## src/rtl/fetch_pkg.sv

```systemverilog
// Shared types and constants for the fetch stage: IF/ID payload, next-PC
// select encoding and the saturating increment used by the perf counters.
package fetch_pkg;

  localparam int XLEN = 32;

  localparam logic [XLEN-1:0] NOP_INSTR    = 32'h0000_0013;
  localparam logic [XLEN-1:0] RESET_PC_DEF = 32'h0000_0000;

  typedef struct packed {
    logic [XLEN-1:0] pc;
    logic [XLEN-1:0] pc_plus4;
    logic [XLEN-1:0] instr;
    logic            valid;
  } ifid_t;

  typedef enum logic [2:0] {
    SEL_FLUSH,
    SEL_JUMP,
    SEL_PEND,
    SEL_PRED,
    SEL_HOLD,
    SEL_SEQ
  } next_pc_sel_t;

  function automatic logic [31:0] sat_inc(input logic [31:0] v);
    return (v == 32'hFFFF_FFFF) ? v : v + 32'd1;
  endfunction

endpackage

```

## src/rtl/if_id_reg.sv

```systemverilog
// IF/ID pipeline register. Flush beats stall; a flush only invalidates the
// slot (instr -> NOP, valid -> 0) and leaves the PC fields untouched.
module if_id_reg
  import fetch_pkg::*;
(
  input  logic  clk,
  input  logic  rst,
  input  logic  i_stall,
  input  logic  i_flush,
  input  ifid_t i_d,
  output ifid_t o_q
);

  ifid_t r_q;

  always_ff @(posedge clk or posedge rst) begin
    if (rst) begin
      r_q.pc       <= '0;
      r_q.pc_plus4 <= '0;
      r_q.instr    <= NOP_INSTR;
      r_q.valid    <= 1'b0;
    end else if (i_flush) begin
      r_q.instr <= NOP_INSTR;
      r_q.valid <= 1'b0;
    end else if (!i_stall) begin
      r_q <= i_d;
    end
  end

  assign o_q = r_q;

endmodule

```

## src/rtl/fetch_stage.sv

```systemverilog
// Fetch-stage PC generator with pending predicted-redirect buffer and IF/ID
// register. Optional perf counters are enabled with the FETCH_PERF_EN macro.
module fetch_stage
  import fetch_pkg::*;
#(
  parameter int                    DATA_WIDTH = XLEN,
  parameter logic [DATA_WIDTH-1:0] RESET_PC   = RESET_PC_DEF
) (
  input  logic                  clk,
  input  logic                  rst,
  input  logic [DATA_WIDTH-1:0] InstrF,
  input  logic                  StallF,
  input  logic                  StallD,
  input  logic                  FlushD,
  input  logic [DATA_WIDTH-1:0] PCBPU,
  input  logic                  PCBPUSrc,
  input  logic                  flushBranch,
  input  logic                  PCSrcE,
  input  logic [DATA_WIDTH-1:0] PCTargetE,
  output logic [DATA_WIDTH-1:0] PCF,
  output logic [DATA_WIDTH-1:0] PCD,
  output logic [DATA_WIDTH-1:0] PCPlus4D,
  output logic [DATA_WIDTH-1:0] InstrD,
`ifdef FETCH_PERF_EN
  output logic [31:0]           PerfFetched,
  output logic [31:0]           PerfSquashed,
  output logic [31:0]           PerfRedirects,
`endif
  output logic                  ValidD
);

  logic [DATA_WIDTH-1:0] r_pcf;
  logic                  r_pend_valid;
  logic [DATA_WIDTH-1:0] r_pend_target;

  next_pc_sel_t          w_sel;
  logic [DATA_WIDTH-1:0] w_pc_plus4;
  logic [DATA_WIDTH-1:0] w_pc_next;
  logic                  w_shadow_kill;
  logic                  w_flush_d;
  ifid_t                 w_ifid_d;
  ifid_t                 w_ifid_q;

  assign w_pc_plus4 = r_pcf + DATA_WIDTH'(4);

  always_comb begin
    w_sel = SEL_SEQ;
    if (flushBranch)                   w_sel = SEL_FLUSH;
    else if (PCSrcE)                   w_sel = SEL_JUMP;
    else if (r_pend_valid && !StallF)  w_sel = SEL_PEND;
    else if (PCBPUSrc && !StallF)      w_sel = SEL_PRED;
    else if (StallF)                   w_sel = SEL_HOLD;
  end

  always_comb begin
    w_pc_next = w_pc_plus4;
    case (w_sel)
      SEL_FLUSH: w_pc_next = PCBPU;
      SEL_JUMP:  w_pc_next = PCTargetE;
      SEL_PEND:  w_pc_next = r_pend_target;
      SEL_PRED:  w_pc_next = PCBPU;
      SEL_HOLD:  w_pc_next = r_pcf;
      default:   w_pc_next = w_pc_plus4;
    endcase
  end

  always_ff @(posedge clk or posedge rst) begin
    if (rst) r_pcf <= RESET_PC;
    else     r_pcf <= w_pc_next;
  end

  // A prediction that arrives while fetch is stalled is parked until the
  // stall lifts; a later prediction during the same stall replaces it.
  always_ff @(posedge clk or posedge rst) begin
    if (rst) begin
      r_pend_valid  <= 1'b0;
      r_pend_target <= '0;
    end else if (flushBranch || PCSrcE) begin
      r_pend_valid <= 1'b0;
    end else if (PCBPUSrc && StallF) begin
      r_pend_valid  <= 1'b1;
      r_pend_target <= PCBPU;
    end else if (w_sel == SEL_PEND) begin
      r_pend_valid <= 1'b0;
    end
  end

  // The word at PCF while a predicted redirect is applied is wrong-path.
  assign w_shadow_kill = (w_sel == SEL_PEND) || (w_sel == SEL_PRED);
  assign w_flush_d     = flushBranch || PCSrcE || FlushD;

  always_comb begin
    w_ifid_d.pc       = r_pcf;
    w_ifid_d.pc_plus4 = w_pc_plus4;
    w_ifid_d.instr    = w_shadow_kill ? NOP_INSTR : InstrF;
    w_ifid_d.valid    = !w_shadow_kill;
  end

  if_id_reg u_if_id_reg (
    .clk     (clk),
    .rst     (rst),
    .i_stall (StallD),
    .i_flush (w_flush_d),
    .i_d     (w_ifid_d),
    .o_q     (w_ifid_q)
  );

  assign PCF      = r_pcf;
  assign PCD      = w_ifid_q.pc;
  assign PCPlus4D = w_ifid_q.pc_plus4;
  assign InstrD   = w_ifid_q.instr;
  assign ValidD   = w_ifid_q.valid;

`ifdef FETCH_PERF_EN
  logic [31:0] r_perf_fetched;
  logic [31:0] r_perf_squashed;
  logic [31:0] r_perf_redirects;
  logic        w_capture;

  assign w_capture = !w_flush_d && !StallD;

  always_ff @(posedge clk or posedge rst) begin
    if (rst) begin
      r_perf_fetched   <= '0;
      r_perf_squashed  <= '0;
      r_perf_redirects <= '0;
    end else begin
      if (w_capture && !w_shadow_kill)
        r_perf_fetched <= sat_inc(r_perf_fetched);
      if (w_flush_d || (w_capture && w_shadow_kill))
        r_perf_squashed <= sat_inc(r_perf_squashed);
      if ((w_sel == SEL_FLUSH) || (w_sel == SEL_JUMP))
        r_perf_redirects <= sat_inc(r_perf_redirects);
    end
  end

  assign PerfFetched   = r_perf_fetched;
  assign PerfSquashed  = r_perf_squashed;
  assign PerfRedirects = r_perf_redirects;
`endif

endmodule

```

## config.mk

```make
export PLATFORM = sky130hd
export DESIGN_NAME = fetch_stage
export DESIGN_NICKNAME = d
export VERILOG_FILES = /design/src/rtl/fetch_pkg.sv /design/src/rtl/if_id_reg.sv /design/src/rtl/fetch_stage.sv
export SDC_FILE = /design/constraint.sdc
export NUM_CORES = 1
export LEC_CHECK = 0
export CORE_MARGIN = 4
export CORE_UTILIZATION = 43
export CTS_CLUSTER_DIAMETER = 80
export DETAILED_ROUTE_END_ITERATION = 16
export PLACE_DENSITY = 0.77
export SYNTH_ARGS = -nofsm -noshare
export SYNTH_HDL_FRONTEND = slang
export SYNTH_SLANG_ARGS = --single-unit
```

## constraint.sdc

```tcl
create_clock -name clk -period 4.95 [get_ports clk]
set_clock_uncertainty 0.15 [all_clocks]
set_input_delay 0.495 -clock clk [delete_from_list [all_inputs] [get_ports clk]]
set_output_delay 0.495 -clock clk [all_outputs]
set_load 0.02 [all_outputs]
```

==> load_flow_metrics.sql, run 1 <==
INSERT INTO impl_metrics (metric_group, metric, value, unit) VALUES
('clock_network', 'cts_tree', 'done', ''),
('routing', 'drt-vias-per-instance', '5.56', ''),
('timing', 'hold_viol_final', '0', ''),
('synth', 'yosysSeqAreaShare', '0.513', ''),
('timing', 'finalSetupViolCount', '0', ''),
('routing', 'firstDrtPassIters', '8', ''),
('synth', 'async_reset_ff_frac', '1.00', ''),
('worst_setup_path', 'criticalPathCategory', 'in -> reg', ''),
('floorplan', 'die_h', '143', 'µm'),
('floorplan', 'io_pins', '233', ''),
('worst_setup_path', 'setup.worst_path.start_class', 'input pin', ''),
('timing', 'final_max_slew_viol_count', '0', ''),
('clock_network', 'clockRootBuffer', 'clkbuf_16', ''),
('synth', 'synth_warnings', '0', ''),
('clock_network', 'clk_latency', '430', 'ps'),
('worst_setup_path', 'cp_data_required_time', '5150', 'ps'),
('floorplan', 'die_width', '143', 'µm'),
('global_route', 'globalRouteTotalUtil', '0.227', ''),
('synth', 'synth.top_cell.area_share', '0.502', ''),
('synth', 'postSynthRegisterBits', '160', ''),
('finish', 'insertedDiodeCount', '0', ''),
('min_path', 'hp_class', 'reg -> reg', ''),
('routing', 'drt_wl_total', '23300', 'µm'),
('clock_network', 'postCtsHoldBufs', '0', ''),
('finish', 'design.final.nets', '1053', ''),
('timing', 'worst_slew_margin_rel', '0.268', ''),
('place', 'gp_congestion', '0.813', ''),
('status', 'outcome', 'completed', ''),
('place', 'dp_hpwl', '17000', 'µm'),
('synth', 'netlist_area', '0.00782', 'mm²'),
('power_and_ir_drop', 'peakVddDrop', '0.255', 'mV'),
('place', 'io_buffers', '232', ''),
('routing', 'initial_drc_count', '591', ''),
('clock_network', 'clk_pin_slew', '60', 'ps'),
('routing', 'drc', '0', ''),
('synth', 'most_common_cell_in_the_netlist', 'dfrtp_1', ''),
('job', 'cap_viol_max_count', '0', ''),
('clock_network', 'postCtsSetupBuffers', '0', ''),
('timing', 'final_min_period_over_clock_period', '0.646', ''),
('global_route', 'antenna_found_initial', '0', ''),
('routing', 'drtAntennaViolNets', '0', ''),
('synth', 'synth_edf_count', '0', ''),
('floorplan', 'area_of_the_core_region', '0.0179', 'mm²'),
('worst_setup_path', 'crit_path_capture_type', 'flip-flop', ''),
('finish', 'multiInputGateArea', '0.00325', 'mm²'),
('global_route', 'grt_pass1_wl', '36300', 'µm'),
('timing', 'hold_slack', '328', 'ps'),
('global_route', 'grt_overflow_total', '0', ''),
('clock_network', 'cts_inserted_buffers', '17', ''),
('power_and_ir_drop', 'power.density_cell_area', '377', 'mW/mm²'),
('finish', 'area_growth', '35.3', '%'),
('synth', 'synth_cells', '783', ''),
('global_route', 'largest_net_degree_at_the_start_of_global_routing', '75', ''),
('synth', 'post_synth_most_frequent_cells', 'dfrtp_1 (157), nand2_1 (153), o21ai_0 (46)', ''),
('floorplan', 'placement_rows', '49', ''),
('clock_network', 'h_tree_level_count', '4', ''),
('finish', 'register_area', '0.00401', 'mm²'),
('synth', 'mappedNetlistNets', '888', ''),
('worst_setup_path', 'worst_ep_arrival_time', '3400', 'ps'),
('timing', 'grt_setup_unrepaired', 'false', ''),
('synth', 'synth_ff_type', 'dfrtp_1', ''),
('clock_network', 'clock_tree.buffer_depth', '2', ''),
('synth', 'yosys_top_cell_by_area', 'dfrtp_1', ''),
('global_route', 'first_global_vias', '6343', ''),
('clock_network', 'cts_resized', '0', ''),
('finish', 'fill_cells', '1531', ''),
('clock_network', 'cts_num_sinks', '160', ''),
('synth', 'ys_top_cells_by_area', 'dfrtp_1 (50%), nand2_1 (7.3%), mux2_2 (4.6%)', ''),
('synth', 'synthesis.area_per_instance', '9.99', 'µm²'),
('power_and_ir_drop', 'static-leakage-power', '0.00446', 'µW'),
('timing', 'totalNegativeSetupSlack', '0', 'ps'),
('finish', 'post_route_cells_drive_above_1_share', '0.105', ''),
('timing', 'worstMarginPinSlew', '1100', 'ps'),
('routing', 'wl_per_instance', '19.6', 'µm'),
('floorplan', 'initial_utilization', '0.437', ''),
('timing', 'post-route-min-period', '3200', 'ps'),
('timing', 'timing.fmax', '313', 'MHz'),
('floorplan', 'design.die.area', '0.0204', 'mm²'),
('synth', 'netlist-cell-type-count', '67', ''),
('worst_setup_path', 'timing.critical_path.fanout_max', '50', ''),
('routing', 'detailroute.via_count', '6614', '');
final cells by class:
cell class,count,share of cell area
repair buffers,243,0.229
flip-flops and latches,160,0.379
multi-input cells,520,0.308
inverters,6,0.00248
clock buffers,23,0.0452
well taps,229,0.0271
clock inverters,9,0.0101
final timing paths:
kind	slack (ps)	from	cells past startpoint	endpoint
worst max-delay path	1750	PCSrcE	6	u_if_id_reg.o_q[12]
worst max register to register	2180	PCF[2]	6	PCF[16]
min in group asynchronous	420	rst	2	u_if_id_reg.o_q[31]
worst min-delay path	330	u_if_id_reg.o_q[93]	2	u_if_id_reg.o_q[93]
max in group asynchronous	3090	rst	3	u_if_id_reg.o_q[88]
worst min register to register	330	u_if_id_reg.o_q[93]	2	u_if_id_reg.o_q[93]
critical path, cell delays in order:
cell,delay (ps)
clkdlybuf4s50_1,780
or2_1,500
or3_2,860
nor2_2,230
buf_4,330
a22o_1,190
report_power, final:
part           internal, µW  total, µW  switching, µW  leakage, µW
registers              1510       1690            177      0.00201
clock network           782       1320            535     0.000280
logic                   486        984            497      0.00216
total                  2780       3990           1210      0.00446
stage by stage:
stage | instances | worst slack [ps] | utilization | power [µW] | cell area (µm²)
2_1_floorplan | 783 | 2280 | - | 2230 | 7820
3_3_place_gp | 1158 | 1410 | 0.558 | 2670 | 9990
3_5_place_dp | 1158 | 1320 | 0.558 | 2700 | 9990
4_1_cts | 1190 | 1760 | 0.591 | 4010 | 10600
5_1_grt | 1190 | 1600 | 0.591 | 4170 | 10600
6_report | 1190 | 1750 | 0.591 | 3990 | 10600
metal layers:
| layer | part of all wire | global-route usage |
|---|---|---|
| met1 | 0.45 | 0.332 |
| met2 | 0.43 | 0.329 |
| met3 | 0.097 | 0.0593 |
| met4 | 0.020 | 0.0710 |
| met5 | 0 | 0 |
flip-flops by register name (all words and copies together), names as in the netlist:
| name | count |
|---|---|
| r_pend_target | 32 |
| PCF | 32 |
| r_pend_valid | 1 |
| u_if_id_reg.o_q | 95 |
layout by cell type (no fill, tap or decap), types with 6 or more instances in the layout:
cell type	netlist	routed
a21oi_1	24	24
a222oi_1	12	12
a22o_1	33	33
a22oi_1	6	6
and3_1	7	7
buf_4	41	10
clkbuf_16	0	17
clkdlybuf4s50_1	0	232
dfrtp_1	157	157
mux2_2	32	32
nand2_1	153	153
nand2b_1	8	8
nand3_1	16	16
nand4_1	7	7
nor2_1	38	37
nor3_1	21	20
o21ai_0	46	46
xnor2_1	19	19
xor2_1	7	7
cells by family after synthesis:
kind of cell / after synthesis / share of synthesized area
AOI/OAI and AO/OA: 170 / 0.156
xor gates and xnor gates: 26 / 0.0291
adders and majority gates: 1 / 0.00160
buffers and inverters: 103 / 0.0723
DFF: 160 / 0.513
muxes: 33 / 0.0474
and+or+nand+nor: 290 / 0.181
Power figures use the tool's default switching activity.
==> run 2, diff against run 1 <==
--- a/config.mk
+++ b/config.mk
@@ -6,7 +6,7 @@
 export NUM_CORES = 1
 export LEC_CHECK = 0
 export CORE_MARGIN = 4
-export CORE_UTILIZATION = 43
+export CORE_UTILIZATION = 45
 export CTS_CLUSTER_DIAMETER = 80
 export DETAILED_ROUTE_END_ITERATION = 16
 export PLACE_DENSITY = 0.77
==> constraint.sdc (replaced) <==
create_clock -name clk -period 3.2 [get_ports clk]
set_clock_uncertainty 0.15 [all_clocks]
set_input_delay 0.32 -clock clk [delete_from_list [all_inputs] [get_ports clk]]
set_output_delay 0.32 -clock clk [all_outputs]
set_load 0.02 [all_outputs]
==> run 2 against run 1 <==
Effect of this change:
- clock power rose by 63%
- worst setup slack worse by 1200 ps
- register-to-register slack lost 1600 ps
- largest cell class unchanged
==> load_flow_metrics.sql, run 2 (same netlist as run 1, synthesis figures left out) <==
INSERT INTO impl_metrics (metric_group, metric, value, unit) VALUES
('global_route', 'antenna_found_initial', '0', ''),
('finish', 'fill_cells', '1404', ''),
('timing', 'grt_setup_unrepaired', 'false', ''),
('power_and_ir_drop', 'seqPwrFrac', '0.414', ''),
('job', 'cap_viol_max_count', '0', ''),
('finish', 'insertedDiodeCount', '0', ''),
('finish', 'design.final.nets', '1066', ''),
('power_and_ir_drop', 'intPower', '4360', 'µW'),
('timing', 'worstMarginPinSlew', '819', 'ps'),
('power_and_ir_drop', 'power.density_cell_area', '587', 'mW/mm²'),
('worst_setup_path', 'critical_path_buf_inv_count', '0', ''),
('clock_network', 'clk_latency', '430', 'ps'),
('routing', 'detailroute.via_count', '6642', ''),
('routing', 'initial_drc_count', '623', ''),
('power_and_ir_drop', 'p_comb_frac', '0.244', ''),
('place', 'dpl-instance-area', '0.0101', 'mm²'),
('worst_setup_path', 'ff2ff_setup_slack', '590', 'ps'),
('worst_setup_path', 'criticalPathCategory', 'reg -> reg', ''),
('timing', 'timing.final.ws_setup', '595', 'ps'),
('min_path', 'hp_class', 'in -> async', ''),
('global_route', 'grt_use_met1', '0.345', ''),
('worst_setup_path', 'crit_chain', 'ha_1 -> nand3_2 -> or4_4 -> nor4_4 -> nor3_1 -> nor4_2', ''),
('timing', 'hold_slack', '264', 'ps'),
('floorplan', 'area_of_the_core_region', '0.0168', 'mm²'),
('timing', 'worst_slew_margin_rel', '0.453', ''),
('routing', 'wl_per_instance', '19.1', 'µm'),
('clock_network', 'clock_tree.buffer_depth', '2', ''),
('power_and_ir_drop', 'power_share_of_the_clock_group', '0.342', ''),
('clock_network', 'clk_pin_slew', '70', 'ps'),
('floorplan', 'io_pins', '233', ''),
('floorplan', 'die_width', '140', 'µm'),
('place', 'place_ws', '538', 'ps'),
('global_route', 'met2_usage', '0.340', ''),
('routing', 'drtAntennaViolNets', '0', ''),
('timing', 'totalNegativeSetupSlack', '0', 'ps'),
('global_route', 'first_global_vias', '6123', ''),
('clock_network', 'postCtsHoldBufs', '0', ''),
('global_route', 'top_usage_layer', 'met1', ''),
('power_and_ir_drop', 'swShare', '0.307', ''),
('global_route', 'largest_net_degree_at_the_start_of_global_routing', '63', ''),
('finish', 'final_cell_mix', 'clkdlybuf4s50_1 (232), dfrtp_1 (157), nand2_1 (153), o21ai_0 (46), nor2_1 (37)', ''),
('floorplan', 'placement_rows', '47', ''),
('clock_network', 'h_tree_level_count', '4', ''),
('floorplan', 'design.die.area', '0.0195', 'mm²'),
('global_route', 'grt_pass1_wl', '35700', 'µm'),
('finish', 'finalInstanceArea', '0.0107', 'mm²'),
('timing', 'hold_viol_final', '0', ''),
('place', 'io_buffers', '232', ''),
('worst_setup_path', 'worst_ep_arrival_time', '2790', 'ps'),
('worst_setup_path', 'timing.critical_path.fanout_max', '7', ''),
('worst_setup_path', 'cp_data_required_time', '3380', 'ps'),
('global_route', 'met3_usage', '0.0549', ''),
('clock_network', 'cts_inserted_buffers', '17', ''),
('worst_setup_path', 'cp_slowest_cell', 'or4_4', ''),
('place', 'dp_hpwl', '17000', 'µm'),
('clock_network', 'cts_tree', 'done', ''),
('worst_setup_path', 'cpLargestDelayFamily', 'simple AND/OR/NAND/NOR gates', ''),
('power_and_ir_drop', 'total_switching_power', '1930', 'µW'),
('worst_setup_path', 'crit_path_capture_type', 'flip-flop', ''),
('finish', 'post_route_cells_drive_above_1_share', '0.120', ''),
('finish', 'area_growth', '37.0', '%'),
('place', 'gp_congestion', '0.848', ''),
('worst_setup_path', 'setup.worst_path.start_class', 'flip-flop', ''),
('timing', 'final_max_slew_viol_count', '0', ''),
('routing', 'drc', '0', ''),
('routing', 'drt-vias-per-instance', '5.56', ''),
('clock_network', 'postCtsSetupBuffers', '0', ''),
('status', 'outcome', 'completed', ''),
('global_route', 'grt_overflow_total', '0', ''),
('timing', 'timing.fmax', '384', 'MHz'),
('power_and_ir_drop', 'static-leakage-power', '0.00455', 'µW'),
('timing', 'finalSetupViolCount', '0', ''),
('global_route', 'globalRouteTotalUtil', '0.230', ''),
('power_and_ir_drop', 'peakVddDrop', '0.388', 'mV'),
('routing', 'drt_wl_total', '22800', 'µm'),
('routing', 'firstDrtPassIters', '6', ''),
('finish', 'postLayoutCoreUtil', '0.637', ''),
('worst_setup_path', 'timing.critical_path.slowest_cell_delay', '640', 'ps'),
('floorplan', 'die_h', '140', 'µm'),
('finish', 'largest_register_ff_count', '95', ''),
('timing', 'post-route-min-period', '2610', 'ps'),
('finish', 'most_frequent_standard_cell_in_the_layout_excluding_fill_and_tap_cells', 'clkdlybuf4s50_1', ''),
('floorplan', 'initial_utilization', '0.465', ''),
('clock_network', 'clockRootBuffer', 'clkbuf_16', ''),
('clock_network', 'cts_resized', '0', ''),
('timing', 'final_min_period_over_clock_period', '0.814', ''),
('clock_network', 'cts_num_sinks', '160', '');
[run 2: per-stage QoR]
| stage | instances | power, µW |
|---|---|---|
| floorplan | 783 | 3440 |
| global placement | 1162 | 4140 |
| detailed placement | 1162 | 4180 |
| CTS | 1194 | 6330 |
| global route | 1194 | 6570 |
| finish | 1194 | 6290 |
[run 2: layout make-up]
class	instances	area, µm²	area share
clock buffer	17	425	0.0397
timing repair buffer	256	2530	0.236
inverter	6	26.3	0.00245
sequential	160	4010	0.374
tap	220	275	0.0257
clock inverter	15	198	0.0185
multi-input combinational	520	3250	0.304
[run 2: path summary, 6_finish.rpt]
path | from | to | cells past startpoint
hold / removal | rst | u_if_id_reg.o_q[46] | 2
max in group asynchronous | rst | u_if_id_reg.o_q[1] | 3
min in group clk | InstrF[1] | u_if_id_reg.o_q[2] | 2
hold reg to reg | u_if_id_reg.o_q[76] | u_if_id_reg.o_q[76] | 2
setup reg to reg | PCF[3] | PCF[28] | 6
setup / recovery | PCF[3] | PCF[28] | 6
[run 2: power groups by stage]
stage	combinational [µW]	clock (µW)	sequential, µW
after floorplan	680	0	2760
after global placement	1520	0	2630
after detailed placement	1540	0	2640
after CTS	1550	2180	2600
after global routing	1640	2270	2650
final	1530	2150	2600
[run 2: layer usage]
layer	part of all wire	vias up
met1	0.45	3185
li1	-	3092
met5	0	-
met3	0.087	26
met2	0.45	339
met4	0.015	0
